--- src/rtl/dram_req_frontend.sv ---
// dram_req_frontend
// Intake stage of the DRAM controller. L2 requests <address, offset> are
// buffered in a small FIFO. A splitter then expands each request into
// offset+1 consecutive burst-beat addresses, handing them one at a time to the
// controller FSM / address translator. New beats are held off while the
// refresh logic reports busy.
//
// Ports:
//   clk           single clock, rising edge
//   rst_b         asynchronous active-low reset
//   l2_req_val    request valid
//   l2_req        {address[ADDR_WIDTH], offset[OFFSET_WIDTH]}
//   l2_req_rdy    FIFO can accept (= !full)
//   refresh_busy  refresh in progress; blocks raising a new beat
//   addr_val      beat valid to controller
//   addr_out      beat address
//   addr_last     current beat is the last of its request
//   addr_ack      controller consumed the beat (qualified by addr_val)
//   req_count     FIFO occupancy
//   full, empty   FIFO status
//   idle          splitter idle and FIFO empty
module dram_req_frontend #(
    parameter int ADDR_WIDTH   = 13,
    parameter int OFFSET_WIDTH = 9,
    parameter int L2_REQ_WIDTH = 22,
    parameter int DEPTH        = 8
) (
    input  logic                      clk,
    input  logic                      rst_b,
    input  logic                      l2_req_val,
    input  logic [L2_REQ_WIDTH-1:0]   l2_req,
    output logic                      l2_req_rdy,
    input  logic                      refresh_busy,
    output logic                      addr_val,
    output logic [ADDR_WIDTH-1:0]     addr_out,
    output logic                      addr_last,
    input  logic                      addr_ack,
    output logic [$clog2(DEPTH):0]    req_count,
    output logic                      full,
    output logic                      empty,
    output logic                      idle
);

    localparam int PTR_W = $clog2(DEPTH);
    localparam int CNT_W = PTR_W + 1;

    typedef enum logic [1:0] {
        S_IDLE,
        S_ISSUE,
        S_WAIT
    } state_t;

    // ---------------- FIFO ----------------
    logic [L2_REQ_WIDTH-1:0] mem [DEPTH];
    logic [PTR_W-1:0]        wr_ptr;
    logic [PTR_W-1:0]        rd_ptr;
    logic                    push;
    logic                    pop;
    logic [ADDR_WIDTH-1:0]   head_addr;
    logic [OFFSET_WIDTH-1:0] head_off;

    assign full       = (req_count == CNT_W'(DEPTH));
    assign empty      = (req_count == '0);
    assign l2_req_rdy = !full;
    // Gated by full alone, so a same-cycle pop never lets a push into a full FIFO.
    assign push       = l2_req_val && !full;
    assign head_addr  = mem[rd_ptr][L2_REQ_WIDTH-1:OFFSET_WIDTH];
    assign head_off   = mem[rd_ptr][OFFSET_WIDTH-1:0];

    always_ff @(posedge clk) begin
        if (push) begin
            mem[wr_ptr] <= l2_req;
        end
    end

    always_ff @(posedge clk or negedge rst_b) begin
        if (!rst_b) begin
            wr_ptr    <= '0;
            rd_ptr    <= '0;
            req_count <= '0;
        end else begin
            if (push) begin
                wr_ptr <= wr_ptr + PTR_W'(1);
            end
            if (pop) begin
                rd_ptr <= rd_ptr + PTR_W'(1);
            end
            case ({push, pop})
                2'b10:   req_count <= req_count + CNT_W'(1);
                2'b01:   req_count <= req_count - CNT_W'(1);
                default: req_count <= req_count;
            endcase
        end
    end

    // ---------------- Splitter ----------------
    state_t                  state;
    state_t                  state_nxt;
    logic [ADDR_WIDTH-1:0]   cur_addr;
    logic [OFFSET_WIDTH-1:0] remaining;
    logic                    load;
    logic                    step;

    always_ff @(posedge clk or negedge rst_b) begin
        if (!rst_b) begin
            state     <= S_IDLE;
            cur_addr  <= '0;
            remaining <= '0;
        end else begin
            state <= state_nxt;
            if (load) begin
                cur_addr  <= head_addr;
                remaining <= head_off;
            end else if (step) begin
                cur_addr  <= cur_addr + ADDR_WIDTH'(1);
                remaining <= remaining - OFFSET_WIDTH'(1);
            end
        end
    end

    always_comb begin
        state_nxt = state;
        pop       = 1'b0;
        load      = 1'b0;
        step      = 1'b0;
        case (state)
            S_IDLE: begin
                if (!empty && !refresh_busy) begin
                    pop       = 1'b1;
                    load      = 1'b1;
                    state_nxt = S_ISSUE;
                end
            end
            S_ISSUE: begin
                if (addr_ack) begin
                    if (remaining != '0) begin
                        step      = 1'b1;
                        state_nxt = refresh_busy ? S_WAIT : S_ISSUE;
                    end else if (!empty && !refresh_busy) begin
                        // Chain straight into the next request: no idle bubble.
                        pop       = 1'b1;
                        load      = 1'b1;
                        state_nxt = S_ISSUE;
                    end else begin
                        state_nxt = S_IDLE;
                    end
                end
            end
            S_WAIT: begin
                if (!refresh_busy) begin
                    state_nxt = S_ISSUE;
                end
            end
            default: state_nxt = S_IDLE;
        endcase
    end

    assign addr_val  = (state == S_ISSUE);
    assign addr_out  = cur_addr;
    assign addr_last = addr_val && (remaining == '0);
    assign idle      = (state == S_IDLE) && empty;

endmodule

--- config.mk ---
export PLATFORM = sky130hd
export DESIGN_NAME = dram_req_frontend
export DESIGN_NICKNAME = d
export VERILOG_FILES = /design/src/rtl/dram_req_frontend.sv
export SDC_FILE = /design/constraint.sdc
export NUM_CORES = 1
export LEC_CHECK = 0
export CORE_MARGIN = 2
export CORE_UTILIZATION = 27
export CTS_BUF_LIST = sky130_fd_sc_hd__clkbuf_4 sky130_fd_sc_hd__clkbuf_8 sky130_fd_sc_hd__clkbuf_16
export CTS_CLUSTER_DIAMETER = 50
export DETAILED_ROUTE_END_ITERATION = 8
export DONT_BUFFER_PORTS = 1
export SETUP_SLACK_MARGIN = 0.05
export SLEW_MARGIN = 5
export SYNTH_ARGS = -nofsm -noshare
export SYNTH_HDL_FRONTEND = slang
export SYNTH_SLANG_ARGS = --single-unit
--- constraint.sdc ---
create_clock -name clk -period 5.2 [get_ports clk]
set_clock_uncertainty 0.2 [all_clocks]
set_input_delay 1.04 -clock clk [delete_from_list [all_inputs] [get_ports clk]]
set_output_delay 1.04 -clock clk [all_outputs]
set_load 0.05 [all_outputs]
* Word level (Yosys, flattened, before mapping)
Memory sizes are Yosys's and may differ from the RTL's.
Index checks and enable logic that the tools add are counted.
** Storage, ports and cells
- Register bits after elaboration :: 34
- Latch bits :: 0
- RAM bits :: 176
- Bits in read-only memories :: 0
- Word-level logic and storage cells :: 56
- Memories kept :: 1
** Cells by class
- Add/sub/neg operators :: 6
- Multipliers :: 0
- Divide/modulo/power cells :: 0
- $lt $le $gt $ge :: 0
- Equal/unequal tests :: 8
- Shift-type cells :: 0
- Mux-type cells :: 21
- Bitwise logic cells :: 0
- Reduce and logical (&&, ||, !) cells :: 14
** Memories
- mem :: depth 8, width 22, rd ports 1, clocked after Yosys merged registers in 0, write ports 1, RTL line 54 : logic [L2_REQ_WIDTH-1:0] mem [DEPTH];
** Operators by type and width (number)
- $mux 13 :: 2
- $mux 9 :: 2
- $add 13x1->13 const B :: 1
- $mux 2 :: 5
- $logic_not 9->1 :: 1
- $mux 1 :: 9
- $reduce_bool 9->1 :: 1
- $sub 9x1->9 const B :: 1
- $pmux 4 s2 :: 1
- $add 3x1->3 const B :: 2
- $pmux 2 s3 :: 1
- $add 4x1->4 const B :: 1
- $eq 2x1->1 const B :: 2
- $eq 2x2->1 const B :: 2
- $eq 4x4->1 const B :: 1
- $logic_and 1x1->1 :: 4
- $logic_not 4->1 :: 1
- $ne 2x2->1 const B :: 2
- $reduce_bool 2->1 :: 2
- $sub 4x1->4 const B :: 1
- $logic_not 1->1 :: 3
- $reduce_and 3->1 :: 1
- $logic_not 2->1 :: 1
- $ne 2x1->1 const B :: 1
- $pmux 1 s2 :: 1

* Longest topological paths before layout
Gate-level depths: netlist of run 1.
- Depth in word-level cells :: 9
- Mapped depth :: 13
- Mapped depth without buffers :: 13

* Worst setup path before layout of run 1
OpenSTA, ideal clock, no wires.
- Path kind :: register to register
- From :: reg req_count[1]
- To :: mem mem[0][0], enable pin
- Arrival time :: 3066 ps
- Required time :: 4571 ps
- Path slack :: 1505 ps
- Cell stages (with the launch flop) :: 5
- Buffers on the path :: 0
- Period minus slack after synthesis :: 3695 ps
- Cell sequence :: dfrtp_1 -> or4b_2 -> and2_1 -> nand2b_1 -> nor3_1
** On the way
- Longest elaborated chain between the ends :: 5
** Ends and longest elaborated chain
- from (decl) :: RTL line 38 : output logic [$clog2(DEPTH):0] req_count,
- from (signal assigned) :: RTL line 89 : 2'b10: req_count <= req_count + CNT_W'(1);
- from (signal assigned) :: RTL line 90 : 2'b01: req_count <= req_count - CNT_W'(1);
- from (signal assigned) :: RTL line 91 : default: req_count <= req_count;
- $eq 4x4->1 :: RTL line 62 : assign full = (req_count == CNT_W'(DEPTH));
- $logic_not 1->1
- named net l2_req_rdy :: RTL line 32 : output logic l2_req_rdy,
- $logic_and 1x1->1 :: RTL line 66 : assign push = l2_req_val && !full;
- $mux 1 :: RTL line 71 : if (push) begin
- $mux 1 (implied by the code) :: RTL line 72 : mem[wr_ptr] <= l2_req;
- to (decl) :: RTL line 54
The timed path passes the listed nets, and every way through them passes these cells.

* Worst setup path after layout of run 1
- From :: reg req_count[2]
- To :: out idle
** On the way
- Longest elaborated chain between the ends :: 2
** Ends and longest elaborated chain
- $logic_not 4->1 :: RTL line 63 : assign empty = (req_count == '0);
- named net empty :: RTL line 40 : output logic empty,
- $logic_and 1x1->1 :: RTL line 161 : assign idle = (state == S_IDLE) && empty;
- to (decl) :: RTL line 41 : output logic idle
The timed path passes the listed nets, and every way through them passes these cells.

==> summary by stage, run 1 <==
Outcome
The flow ran to the end, and the final reports show no timing, DRC or antenna violations.

Critical path
The signal on the critical path passes through nor4_4, and2_1. The arrival time at the worst endpoint is 2.59 ns. The library cell contributing the largest single delay on the critical path is sky130_fd_sc_hd__nor4_4. The critical register-to-register path startpoint is req_count[2]$_DFFE_PN0P_. STA puts the critical path data required time at 3.96 ns.

In this run the worst path has a maximum fanout of 7. The startpoint-to-endpoint class of the critical path is flop to output pin. Broken down by cell family, the worst path's largest delay share belongs to simple AND/OR/NAND/NOR gates. The largest incremental delay on the critical path is 0.90 ns.

The depth of the worst register-to-register path is 11. The capture instance of the worst register-to-register path is req_count[2]$_DFFE_PN0P_. The buffer and inverter count on the worst path is 0.

Setup slack on the worst reg-to-reg path comes out at 1.53 ns. The endpoint class of the critical path is an output pin. STA classifies the critical path startpoint as a flop.

Floorplanning
For this design the top-level I/O count stands at 50. The die area is 33,800 sq um. The effective utilization at floorplan is 27.5%. The die outline height is 184 microns. The cell row count is 65. In this run the horizontal extent of the chip is 184 microns. The area of the placeable core is 31,700 sq um.

Timing
The slack of the critical path is 1.37 ns. For the pin with the worst max-slew slack, the measured transition is 1.04 ns. The worst path uses 73.6% of the clock period. Hold is met by 0.0282 ns. The top achievable clock speed is 261 MHz. The final hold violation count came to 0.

The summed negative setup slack over all endpoints is 0 ns. The tightest slew margin relative to the limit is 30.2%. The max-slew violation total from the final report was 0. Setup repair after global routing left no endpoint under its margin. The worst path needs 3.83 ns of the cycle, external delays included. Setup violations remaining at the end of the flow were counted as 0.

Placement
The number of I/O port buffers is 0. Summing all placed instances gives a cell area of 9230 sq um. Once detailed placement completed, the half-perimeter wirelength came to 11,900 microns. Timing analysis after detailed placement gives a worst setup slack of 1.52 ns. The final weighted congestion in routability-driven placement is 0.814.

Yosys
The share of synthesized flip-flops with an asynchronous set or reset is 16.2%. After synthesis the cells add up to 8720 sq um. The count of cell types in the netlist is 63. The share of the Yosys chip area taken by registers is 70.3%. The number of nets handed over by synthesis was 508.

Synthesis inferred 210 register bits. The proportion of netlist area held by the largest area contributor is 60.6%. The cell count after synthesis came out at 473. The average footprint of a synthesized cell is 18.4 sq um. The yosys synthesis warning count is 0.

The synthesized design spends more area on one cell type than any other, namely sky130_fd_sc_hd__edfxtp_1. Counting flops with a built-in enable in the synthesized netlist gives 176. Among all flip-flop cells after synthesis, the most frequent one is sky130_fd_sc_hd__edfxtp_1. After synthesis, the cell types taking the most area are sky130_fd_sc_hd__edfxtp_1, sky130_fd_sc_hd__mux4_2, sky130_fd_sc_hd__dfrtp_1.

Routing
The sum of routed wire length over all layers is 19,100 microns. In the final routed layout, each cell accounts on average for 21.1 microns. In the routed layout, each cell is associated on average with a via count of 4.95. For this run, design rule violations remaining after detail routing come to 0. Before antenna repair, the detailed router went through 5 iterations.

The remaining antenna violation count after routing is 0. The count of routing violations after the opening detailed-route iteration is 494. The number of vias after detailed routing is 4,491.

Min path
The tightest min-delay check is of the input pin to asynchronous set/reset pin type.

Final layout
Compared with the post-synthesis result, the final layout area differs by 13.8%. The proportion of layout cells with a drive suffix above 1 is 25.9%. The number of antenna diodes in the final layout is 0. With fillers left out, the area of the finished cells amounts to 9930 sq um.

At the end of the flow, the number of nets in the layout was 525. The sequential cell area in the final layout is 6140 sq um. In the final layout, the multi-input gates occupy 2480 sq um. The filler cells instantiated in the layout total 3,070.

Power
The leakage power is 3.23 nW. The largest vdd supply drop is 0.238 mV. The power per unit of standard cell area is 583 nW/um^2. Power comes to 0.00579 W.

Clock network
The total CTS buffers is 22. The number of sinks driven by the clock tree is 210. In this run, post-CTS repair resized a total of 0 instances. The number of setup buffers added after CTS is 0. In this run, post-CTS hold repair placed 0 buffers.

Clock-pin slew was measured on the worst setup and hold paths at 0.06 ns. The buffer levels on the longest clock path is 3. The later pin in the worst-skew pair is clocked with a latency of 0.51 ns.

The clock tree from TritonCTS is done. The H-tree depth is 1. The clock root buffer master is sky130_fd_sc_hd__clkbuf_16.

Global routing
The via count of the first global-routing pass is 4,633. Entering global routing, the biggest net connects 35 pins. After global routing the overflow that remains totals 0.

In the global route stage, overall resource usage came out at 11.4%. The first-pass GRT wire length is 28,700 microns. The initial antenna violation count was 0.

Run
Max-cap violations in this run came to 0.
## synth_stat cells, types with 2 or more instances
library cell	count
sky130_fd_sc_hd__nand3b_1	2
sky130_fd_sc_hd__or3_1	4
sky130_fd_sc_hd__nand3_1	11
sky130_fd_sc_hd__ha_1	8
sky130_fd_sc_hd__mux4_2	44
sky130_fd_sc_hd__buf_4	4
sky130_fd_sc_hd__nor3_1	15
sky130_fd_sc_hd__mux2i_1	11
sky130_fd_sc_hd__buf_2	9
sky130_fd_sc_hd__clkbuf_8	2
sky130_fd_sc_hd__nand2_1	13
sky130_fd_sc_hd__o31ai_1	4
sky130_fd_sc_hd__o41ai_1	2
sky130_fd_sc_hd__nand2b_1	6
sky130_fd_sc_hd__and2_1	2
sky130_fd_sc_hd__dfrtp_1	34
sky130_fd_sc_hd__a31oi_1	9
sky130_fd_sc_hd__mux2_2	15
sky130_fd_sc_hd__a211o_1	2
sky130_fd_sc_hd__xnor2_1	7
sky130_fd_sc_hd__a221o_1	2
sky130_fd_sc_hd__a211oi_1	3
sky130_fd_sc_hd__inv_1	9
sky130_fd_sc_hd__nand4_1	3
sky130_fd_sc_hd__a21oi_1	8
sky130_fd_sc_hd__a221oi_1	2
sky130_fd_sc_hd__xor2_1	3
sky130_fd_sc_hd__a2111oi_2	2
sky130_fd_sc_hd__and3_1	4
sky130_fd_sc_hd__o21ai_0	5
sky130_fd_sc_hd__nor2_1	11
sky130_fd_sc_hd__or4_1	5
sky130_fd_sc_hd__edfxtp_1	176
sky130_fd_sc_hd__a21o_1	2
sky130_fd_sc_hd__or2_2	6
## metrics by stage
stage	instances	util [%]
floorplan	473	-
global placement	868	29.1
detailed placement	868	29.1
CTS	907	31.3
global route	907	31.3
finish	907	31.3
## state kept, by name, summed over array words and instances, names as in the netlist
register	cells
wr_ptr	3
addr_out	13
state	2
remaining	9
req_count	4
rd_ptr	3
mem	176
## cell type report
| type | count | share of cell area (%) |
|---|---|---|
| Sequential cell | 210 | 61.8 |
| Clock buffer | 26 | 5.85 |
| Clock inverter | 13 | 1.21 |
| Timing Repair Buffer | 10 | 0.756 |
| Inverter | 10 | 0.378 |
| Multi-Input combinational cell | 236 | 24.9 |
| Tap cell | 402 | 5.06 |
## where the power goes
part,switching [W],internal [W]
registers,0.000588,0.00216
clock network,0.000613,0.000896
logic,0.000807,0.000730
total,0.00201,0.00378
## layout by cell type (no fill, tap or decap), drive strengths merged, types with 3 or more instances in the layout
cell type	count
edfxtp	176
mux4	44
dfrtp	34
clkbuf	26
mux2	15
nor3	15
nand2	14
nor2	12
nand3	11
mux2i	11
buf	10
inv	10
clkinv	10
a31oi	9
a21oi	9
ha	8
xnor2	7
nand2b	6
or2	6
or4	5
o21ai	5
or3	5
and3	4
o31ai	4
nand4	3
a211oi	3
xor2	3
nor4	3
a2111oi	3
## worst max path at each step
stage,endpoint,startpoint,cells past startpoint,slack [ns]
2_1_floorplan,mem[0][0]$_DFFE_PP_,req_count[1]$_DFFE_PN0P_,4,1.50
3_3_place_gp,req_count[2]$_DFFE_PN0P_,req_count[2]$_DFFE_PN0P_,11,1.62
3_5_place_dp,req_count[2]$_DFFE_PN0P_,req_count[2]$_DFFE_PN0P_,11,1.52
4_1_cts,idle,req_count[2]$_DFFE_PN0P_,2,1.34
5_1_grt,idle,req_count[2]$_DFFE_PN0P_,2,1.28
6_report,idle,req_count[2]$_DFFE_PN0P_,2,1.37
## layer usage
metal	share of wire [%]	routed length, microns	track usage [%]	up-vias
li1	-	-	-	1975
met1	41	7860	14.5	2310
met2	48	9250	18.5	161
met3	7.1	1360	3.19	45
met4	3.5	677	4.26	0
met5	0	0	0	-
## worst register-to-register path, stage by stage, from the launching register on
cell	delay, ns
sky130_fd_sc_hd__dfrtp_1	0.64
sky130_fd_sc_hd__nor4_4	0.90
sky130_fd_sc_hd__nor2_2	0.24
sky130_fd_sc_hd__nand2_4	0.21
sky130_fd_sc_hd__inv_2	0.15
sky130_fd_sc_hd__ha_1	0.28
sky130_fd_sc_hd__xor2_1	0.19
sky130_fd_sc_hd__ha_1	0.22
sky130_fd_sc_hd__a21oi_1	0.15
sky130_fd_sc_hd__xor2_1	0.16
sky130_fd_sc_hd__nor2_1	0.06
sky130_fd_sc_hd__xor2_1	0.14
## logic make-up after synthesis
logic type | after synthesis | share of synthesized area (%)
flops | 210 | 70.3
simple gates | 95 | 6.57
mux | 70 | 14.6
compound gates | 53 | 4.62
buf+inv | 27 | 1.78
xor+xnor | 10 | 1.00
fa+ha+maj | 8 | 1.15
No activity file was read; power rests on OpenSTA's default activity.
==> run 2: changes to the inputs <==
==> constraint.sdc (replaced) <==
create_clock -name clk -period 3.4 [get_ports clk]
set_clock_uncertainty 0.2 [all_clocks]
set_input_delay 0.68 -clock clk [delete_from_list [all_inputs] [get_ports clk]]
set_output_delay 0.68 -clock clk [all_outputs]
set_load 0.05 [all_outputs]
==> run 2 against run 1 <==
Net effect:
- die area did not move
- wire length rose by 5.7%
- design area rose by 2.5%
- worst setup slack got worse by 1.1 ns
- sequential power rose by 44%
- power rose by 59%
- largest cell class unchanged
==> summary by stage, run 2 (same netlist as run 1, synthesis figures left out) <==
Timing
The top achievable clock speed is 317 MHz. The total of endpoints with negative setup slack in the final report is 0. The slack of the critical path is 0.244 ns. The final worst-path cycle share is 92.8%. The summed negative setup slack over all endpoints is 0 ns. Setup repair after global routing left no endpoint under its margin. The max-slew violation total from the final report is 0.

At the pin with the least slew margin, the transition time is 0.784 ns. In this run the tightest slew margin relative to its limit is 47.7%. The final hold violation count is 0. Counting I/O delays and the setup requirement, the final critical path takes 3.16 ns.

Final layout
From synthesis to final layout, the design area changed by 16.7%. Leaving out fill and tap cells, the most frequent cell in the layout is sky130_fd_sc_hd__edfxtp_1. The register with the most flip-flops is mem. The net total in the final layout is 549. The number of flip-flops under the largest register name is 176. In the layout the commonest cells are sky130_fd_sc_hd__edfxtp_1, sky130_fd_sc_hd__mux4_2, sky130_fd_sc_hd__dfrtp_1.

The proportion of layout cells with a drive suffix above 1 is 29.9%. The repair_antennas step left the layout with diodes totalling 0.

Outcome
The run finished with clean final reports.

Global routing
The maximum number of pins on one net before global-route repair is 35. The first-pass GRT wire length is 30,200 microns. The via count of the first global-routing pass is 4,923. The initial antenna violation count is 0. The global routing usage summed across all routing layers is 12.0%. The remaining global-route overflow is 0.

Critical path
Data on the critical path arrives at its endpoint at 3.34 ns. The endpoint class of the critical path is a flop. The startpoint-to-endpoint class of the critical path is flop to flop.

The worst setup path is launched from a flop. The required time of the worst setup path is 3.58 ns. The peak fanout along the critical path is 10. The critical path goes through inv_1, ha_1, nor4b_4, a31o_2, nand2_4, inv_2, ha_1, xor2_1, ha_1, a21oi_1, xor2_1, nor2_1, xor2_1. In this design, the stage delay of the slowest critical-path cell is 0.40 ns. The library cell contributing the largest single delay on the critical path is sky130_fd_sc_hd__dfrtp_1.

Power
Summed over all cells, the static leakage comes to 3.38 nW. The largest vdd supply drop is 0.483 mV. The power per unit of standard cell area is 902 nW/um^2.

Clock network
CTS placed an instance of sky130_fd_sc_hd__clkbuf_16 at the clock tree root. Counting the buffers created by CTS gives 23. The number of sinks driven by the clock tree is 210. The clock tree from TritonCTS is done. CTS built an H-tree with a depth of 1.

The clock reaches the later pin of the worst-skew pair after 0.53 ns. No sink is reached through more buffers than the 3 on the longest clock path. The CTS clock-pin slew for the worst setup and hold paths is 0.06 ns.

In this run, post-CTS repair resized a total of 0 instances.

Routing
The mean number of vias per cell is 4.97. The count of nets left with antenna violations once routing finished came out at 0. The average wire per cell in the routed design is 21.7 microns.

Summed over all layers, the routed wires come to 20,200 microns. The detailed router placed 4,640 vias in this run. The post-route DRC violation count is 0. For this block, the initial DRC count from the detailed router was 457.

The pre-antenna-repair detailed-routing pass consisted of 4 iterations.

Floorplanning
In this run the count of I/O pins placed on the die edge is 50. Once the floorplan was initialized, standard cells occupied 27.5% of the core. The die area is 33,800 sq um. The area of the placeable core is 31,700 sq um.

From left edge to right edge, the die measures 184 microns. In this run the vertical extent of the chip is 184 microns. The cell row count is 65.

Placement
The half-perimeter wire length after detailed placement is 12,400 microns. The setup slack after placement is 0.156 ns. Routability-driven placement finished with a final weighted congestion of 0.810. The number of I/O port buffers is 0.

Run
The tool flagged a number of max-cap violations equal to 0.

Min path
The class of the most critical hold timing path is input pin to flop.
run 2: final timing paths:
check / startpoint / to / slack (ns) / cells after the start
setup / recovery: remaining[0]$_DFFE_PN0P_ / req_count[2]$_DFFE_PN0P_ / 0.24 / 13
hold / removal: l2_req[15] / mem[2][15]$_DFFE_PP_ / 0.04 / 0
setup reg to reg: remaining[0]$_DFFE_PN0P_ / req_count[2]$_DFFE_PN0P_ / 0.24 / 13
hold reg to reg: req_count[3]$_DFFE_PN0P_ / req_count[3]$_DFFE_PN0P_ / 0.30 / 1
max in group asynchronous: rst_b / rd_ptr[0]$_DFFE_PN0N_ / 2.31 / 2
min in group asynchronous: rst_b / addr_out[7]$_DFFE_PN0P_ / 0.48 / 2
run 2: per-layer routing:
layer | track usage [%] | routed length (microns) | vias up
li1 | - | - | 2025
met1 | 15.5 | 8460 | 2445
met2 | 20.3 | 9880 | 147
met3 | 2.81 | 1470 | 23
met4 | 3.20 | 425 | 0
met5 | 0 | 0 | -
run 2: critical path: cells and delay by family (launching register included):
family	cells	cell delay, ns
xor+xnor	3	0.43
flops	1	0.40
compound gates	2	0.46
buf+inv	2	0.38
simple gates	3	0.49
fa+ha+maj	3	0.67
run 2: stage by stage:
stage          hold WS (ns)  area, sq um  power, W  utilization [%]  instances
3_5_place_dp          0.185         9400   0.00686             29.6        887
2_1_floorplan         0.184         8740   0.00590                -        473
3_3_place_gp          0.185         9400   0.00676             29.6        887
4_1_cts              0.0326        10200   0.00927             32.0        931
5_1_grt              0.0225        10200   0.00961             32.1        933
6_report             0.0437        10200   0.00919             32.1        933
run 2: power breakdown:
| part | internal [W] | switching [W] | total (W) | leakage (nW) |
|---|---|---|---|---|
| clock network | 0.00138 | 0.00101 | 0.00239 | 0.367 |
| registers | 0.00331 | 0.000649 | 0.00396 | 1.99 |
| logic | 0.00126 | 0.00158 | 0.00284 | 1.02 |
| total | 0.00594 | 0.00324 | 0.00919 | 3.38 |
run 2: area by class of cell:
| cell class | count | area [sq um] |
|---|---|---|
| Clock buffer | 28 | 613 |
| Timing Repair Buffer | 33 | 275 |
| Sequential cell | 210 | 6140 |
| Tap cell | 402 | 503 |
| Fill cell | 2999 | 21500 |
| Multi-Input combinational cell | 236 | 2490 |
| Clock inverter | 14 | 118 |
| Inverter | 10 | 37.5 |
run 2: what timing repair did:
| item | 4_1_cts | 5_1_grt |
|---|---|---|
| setup endpoints to repair | 0 | 1 |
| endpoints found under the hold margin | 34 | 0 |
| buffers inserted | 0 | 2 |
| hold buffers | 2 | 0 |
==> run 3: changes to the inputs <==
--- a/config.mk
+++ b/config.mk
@@ -11,6 +11,7 @@
 export CTS_CLUSTER_DIAMETER = 50
 export DETAILED_ROUTE_END_ITERATION = 8
 export DONT_BUFFER_PORTS = 1
+export REMOVE_ABC_BUFFERS = 1
 export SETUP_SLACK_MARGIN = 0.05
 export SLEW_MARGIN = 5
 export SYNTH_ARGS = -nofsm -noshare
==> run 3 against run 2 <==
Net effect:
- via count down 0.93%
- register-to-register slack better by 0.11 ns
- core utilization is 0.16 points lower
- power down 1.3%
- maximum frequency rose by 2.4%
- worst setup slack improved by 0.075 ns
- critical path depth fell by 9
- combinational power fell by 2%
- first-iteration DRC count grew 5.9%
- wire length down 2.8%
- highest routed layer unchanged
==> summary by stage, run 3 (same netlist as run 1, synthesis figures left out) <==
Routing
The highest metal layer carrying signal wires in the routed design is met4. The average wire per cell in the routed design is 21.3 microns. The final layout contains routed wiring with a total length of 19,700 microns. The mean number of vias per cell is 4.97.

The post-route DRC violation count is 0. The detailed-router iteration count before antenna repair is 4. After the first detailed-routing iteration, the DRC count stood at 484. Once detail routing completed, the nets flagged for antenna violations numbered 0. The wire length the detailed router placed on met1 is 7850 microns. In the detailed route, the total length drawn on met3 is 1310 microns. Detailed routing placed a total of 9840 microns of wire on met2. The number of vias after detailed routing is 4,597.

Clock network
Buffers inserted during clock tree synthesis total 23. In this run the deepest clock path goes through 3 buffers. The number of cells upsized or downsized after cts is 0.

The worst-skew pair later-pin latency is 0.50 ns. Clock-pin slew was measured on the worst setup and hold paths at 0.06 ns. CTS built an H-tree with a depth of 1. The root buffer cell chosen for the clock tree is sky130_fd_sc_hd__clkbuf_16.

The number of sinks driven by the clock tree is 210. TritonCTS built the clock tree.

Timing
The final worst-path cycle share is 90.6%. The final hold violation count was 0. The total of endpoints with negative setup slack in the final report is 0. The top achievable clock speed is 325 MHz. For the pin with the worst max-slew slack, the measured transition is 0.843 ns. For the finished layout, the period the worst path requires is 3.08 ns. The tightest slew margin relative to the limit is 43.8%. Final hold analysis gives a worst-case slack of 0.0663 ns. The max-slew violation total from the final report is 0. Setup repair after global routing left no endpoint under its margin.

Power
After layout, the design draws a total of 0.00907 W. The leakage power is 3.35 nW. VDD sags by at most 0.429 mV. For this design the ratio of total power to cell area is 895 nW/um^2.

Floorplanning
The die outline height is 184 microns. The die area is 33,800 sq um. The cell row count is 65. From left edge to right edge, the die measures 184 microns.

The initial utilization of the core area, before any placement, comes to 27.5%. The floorplan step defined a core boundary enclosing 31,700 sq um. The count of pins on the block boundary is 50.

Final layout
The number of flip-flops under the largest register name is 176. The count of filler cells inserted in the layout is 3,031. mem holds more flip-flops than any other register. Compared with the post-synthesis result, the final layout area differs by 16.1%.

The finished cells cover 10,100 sq um. The top cell types in the final layout, fill and taps aside, are sky130_fd_sc_hd__edfxtp_1, sky130_fd_sc_hd__mux4_2, sky130_fd_sc_hd__dfrtp_1. Cells fill 31.9% of the core in the end. In the final design database the tool counted 546 nets.

The proportion of layout cells with a drive suffix above 1 is 29.4%. The commonest non-fill, non-tap cell in the layout is sky130_fd_sc_hd__edfxtp_1. The number of antenna diodes in the final layout is 0.

Critical path
The worst setup path is captured at an output pin. Data arrives at the worst endpoint at 2.20 ns. Walking the worst path, the cells encountered are inv_1, ha_1, nor4b_4, and3_1. STA puts the critical path data required time at 2.52 ns. The worst setup path is of the flop to output pin kind. The peak fanout along the critical path is 9.

For this design, the slowest cell found on the critical path is sky130_fd_sc_hd__and3_1. The worst setup path is launched from a flop. In this design, the stage delay of the slowest critical-path cell is 0.58 ns.

Global routing
The initial antenna violation count is 0. Global routing used 11.8% of the available tracks across all layers. The via count of the first global-routing pass is 4,908. The first-pass GRT wire length is 29,800 microns.

The remaining global-route overflow is 0. Entering global routing, the biggest net connects 35 pins.

Run
The number of max-cap violations is 0.

Outcome
The run finished with clean final reports.

Placement
The final weighted congestion in routability-driven placement is 0.831. The half-perimeter wire length after detailed placement is 12,300 microns. Port buffering added 0 buffers. Once placement finished, the instance area stood at 9400 sq um.

Min path
In this run the worst hold path is classified as input pin to flop.
==> run 3: cell count changes in the layout (fill, tap and decap cells not counted) <==
cell	delta
sky130_fd_sc_hd__buf_4	-4
sky130_fd_sc_hd__clkinv_2	-4
sky130_fd_sc_hd__clkbuf_4	+3
sky130_fd_sc_hd__clkinv_1	-3
sky130_fd_sc_hd__nor3_2	+2
sky130_fd_sc_hd__nor3_4	-2
sky130_fd_sc_hd__buf_12	+1
sky130_fd_sc_hd__clkinvlp_4	-1
sky130_fd_sc_hd__inv_16	-1
sky130_fd_sc_hd__inv_6	+1
==> run 3: layer usage <==
layer	vias to the layer above	GRT usage, %
met5	-	0
met4	0	4.61
met3	37	3.07
met2	143	20.3
met1	2404	14.2
li1	2013	-
==> run 3: layout make-up <==
class | count | area, sq um | share of cell area [%]
clock buffers | 31 | 636 | 6.27
clock inverters | 6 | 67.6 | 0.667
inverters | 10 | 37.5 | 0.371
multi-input cells | 236 | 2480 | 24.5
flip-flops and latches | 210 | 6140 | 60.6
well taps | 402 | 503 | 4.97
repair buffers | 30 | 265 | 2.62
==> run 3: worst paths after layout <==
| kind | startpoint | to | slack, ns | cells after the start |
|---|---|---|---|---|
| worst max-delay path | remaining[0]$_DFFE_PN0P_ | addr_last | 0.32 | 4 |
| worst min-delay path | l2_req[19] | mem[6][19]$_DFFE_PP_ | 0.07 | 0 |
| worst max register to register | remaining[0]$_DFFE_PN0P_ | req_count[2]$_DFFE_PN0P_ | 0.35 | 13 |
| worst min register to register | wr_ptr[0]$_DFFE_PN0P_ | wr_ptr[0]$_DFFE_PN0P_ | 0.34 | 2 |
| max in group asynchronous | rst_b | rd_ptr[0]$_DFFE_PN0N_ | 2.37 | 2 |
| min in group asynchronous | rst_b | state[1]$_DFFE_PN0P_ | 0.43 | 2 |
==> run 3: repair_timing <==
| item | in CTS | in global routing |
|---|---|---|
| buffers inserted | 0 | 0 |
| hold buffers | 2 | 0 |
| hold endpoints to repair | 34 | 0 |
==> run 3: where the power goes <==
group / leakage (nW) / switching (W) / total (W) / internal (W)
sequential: 1.99 / 0.000651 / 0.00396 / 0.00331
combinational: 1.00 / 0.00153 / 0.00279 / 0.00126
clock: 0.355 / 0.000936 / 0.00232 / 0.00139
total: 3.35 / 0.00312 / 0.00907 / 0.00595
==> run 3: critical path: cells and delay by family, from the launching register on <==
family	cells	cell delay [ns]
fa+ha+maj	1	0.16
simple gates	2	1.02
buf+inv	1	0.12
flops	1	0.39
==> run 3: through the flow <==
stage | std cells | TNS [ns] | setup slack [ns]
6_report | 925 | 0 | 0.318
5_1_grt | 925 | 0 | 0.108
4_1_cts | 925 | 0 | 0.309
3_5_place_dp | 886 | 0 | 0.361
3_3_place_gp | 886 | 0 | 0.534
2_1_floorplan | 456 | -13.01 | -0.295
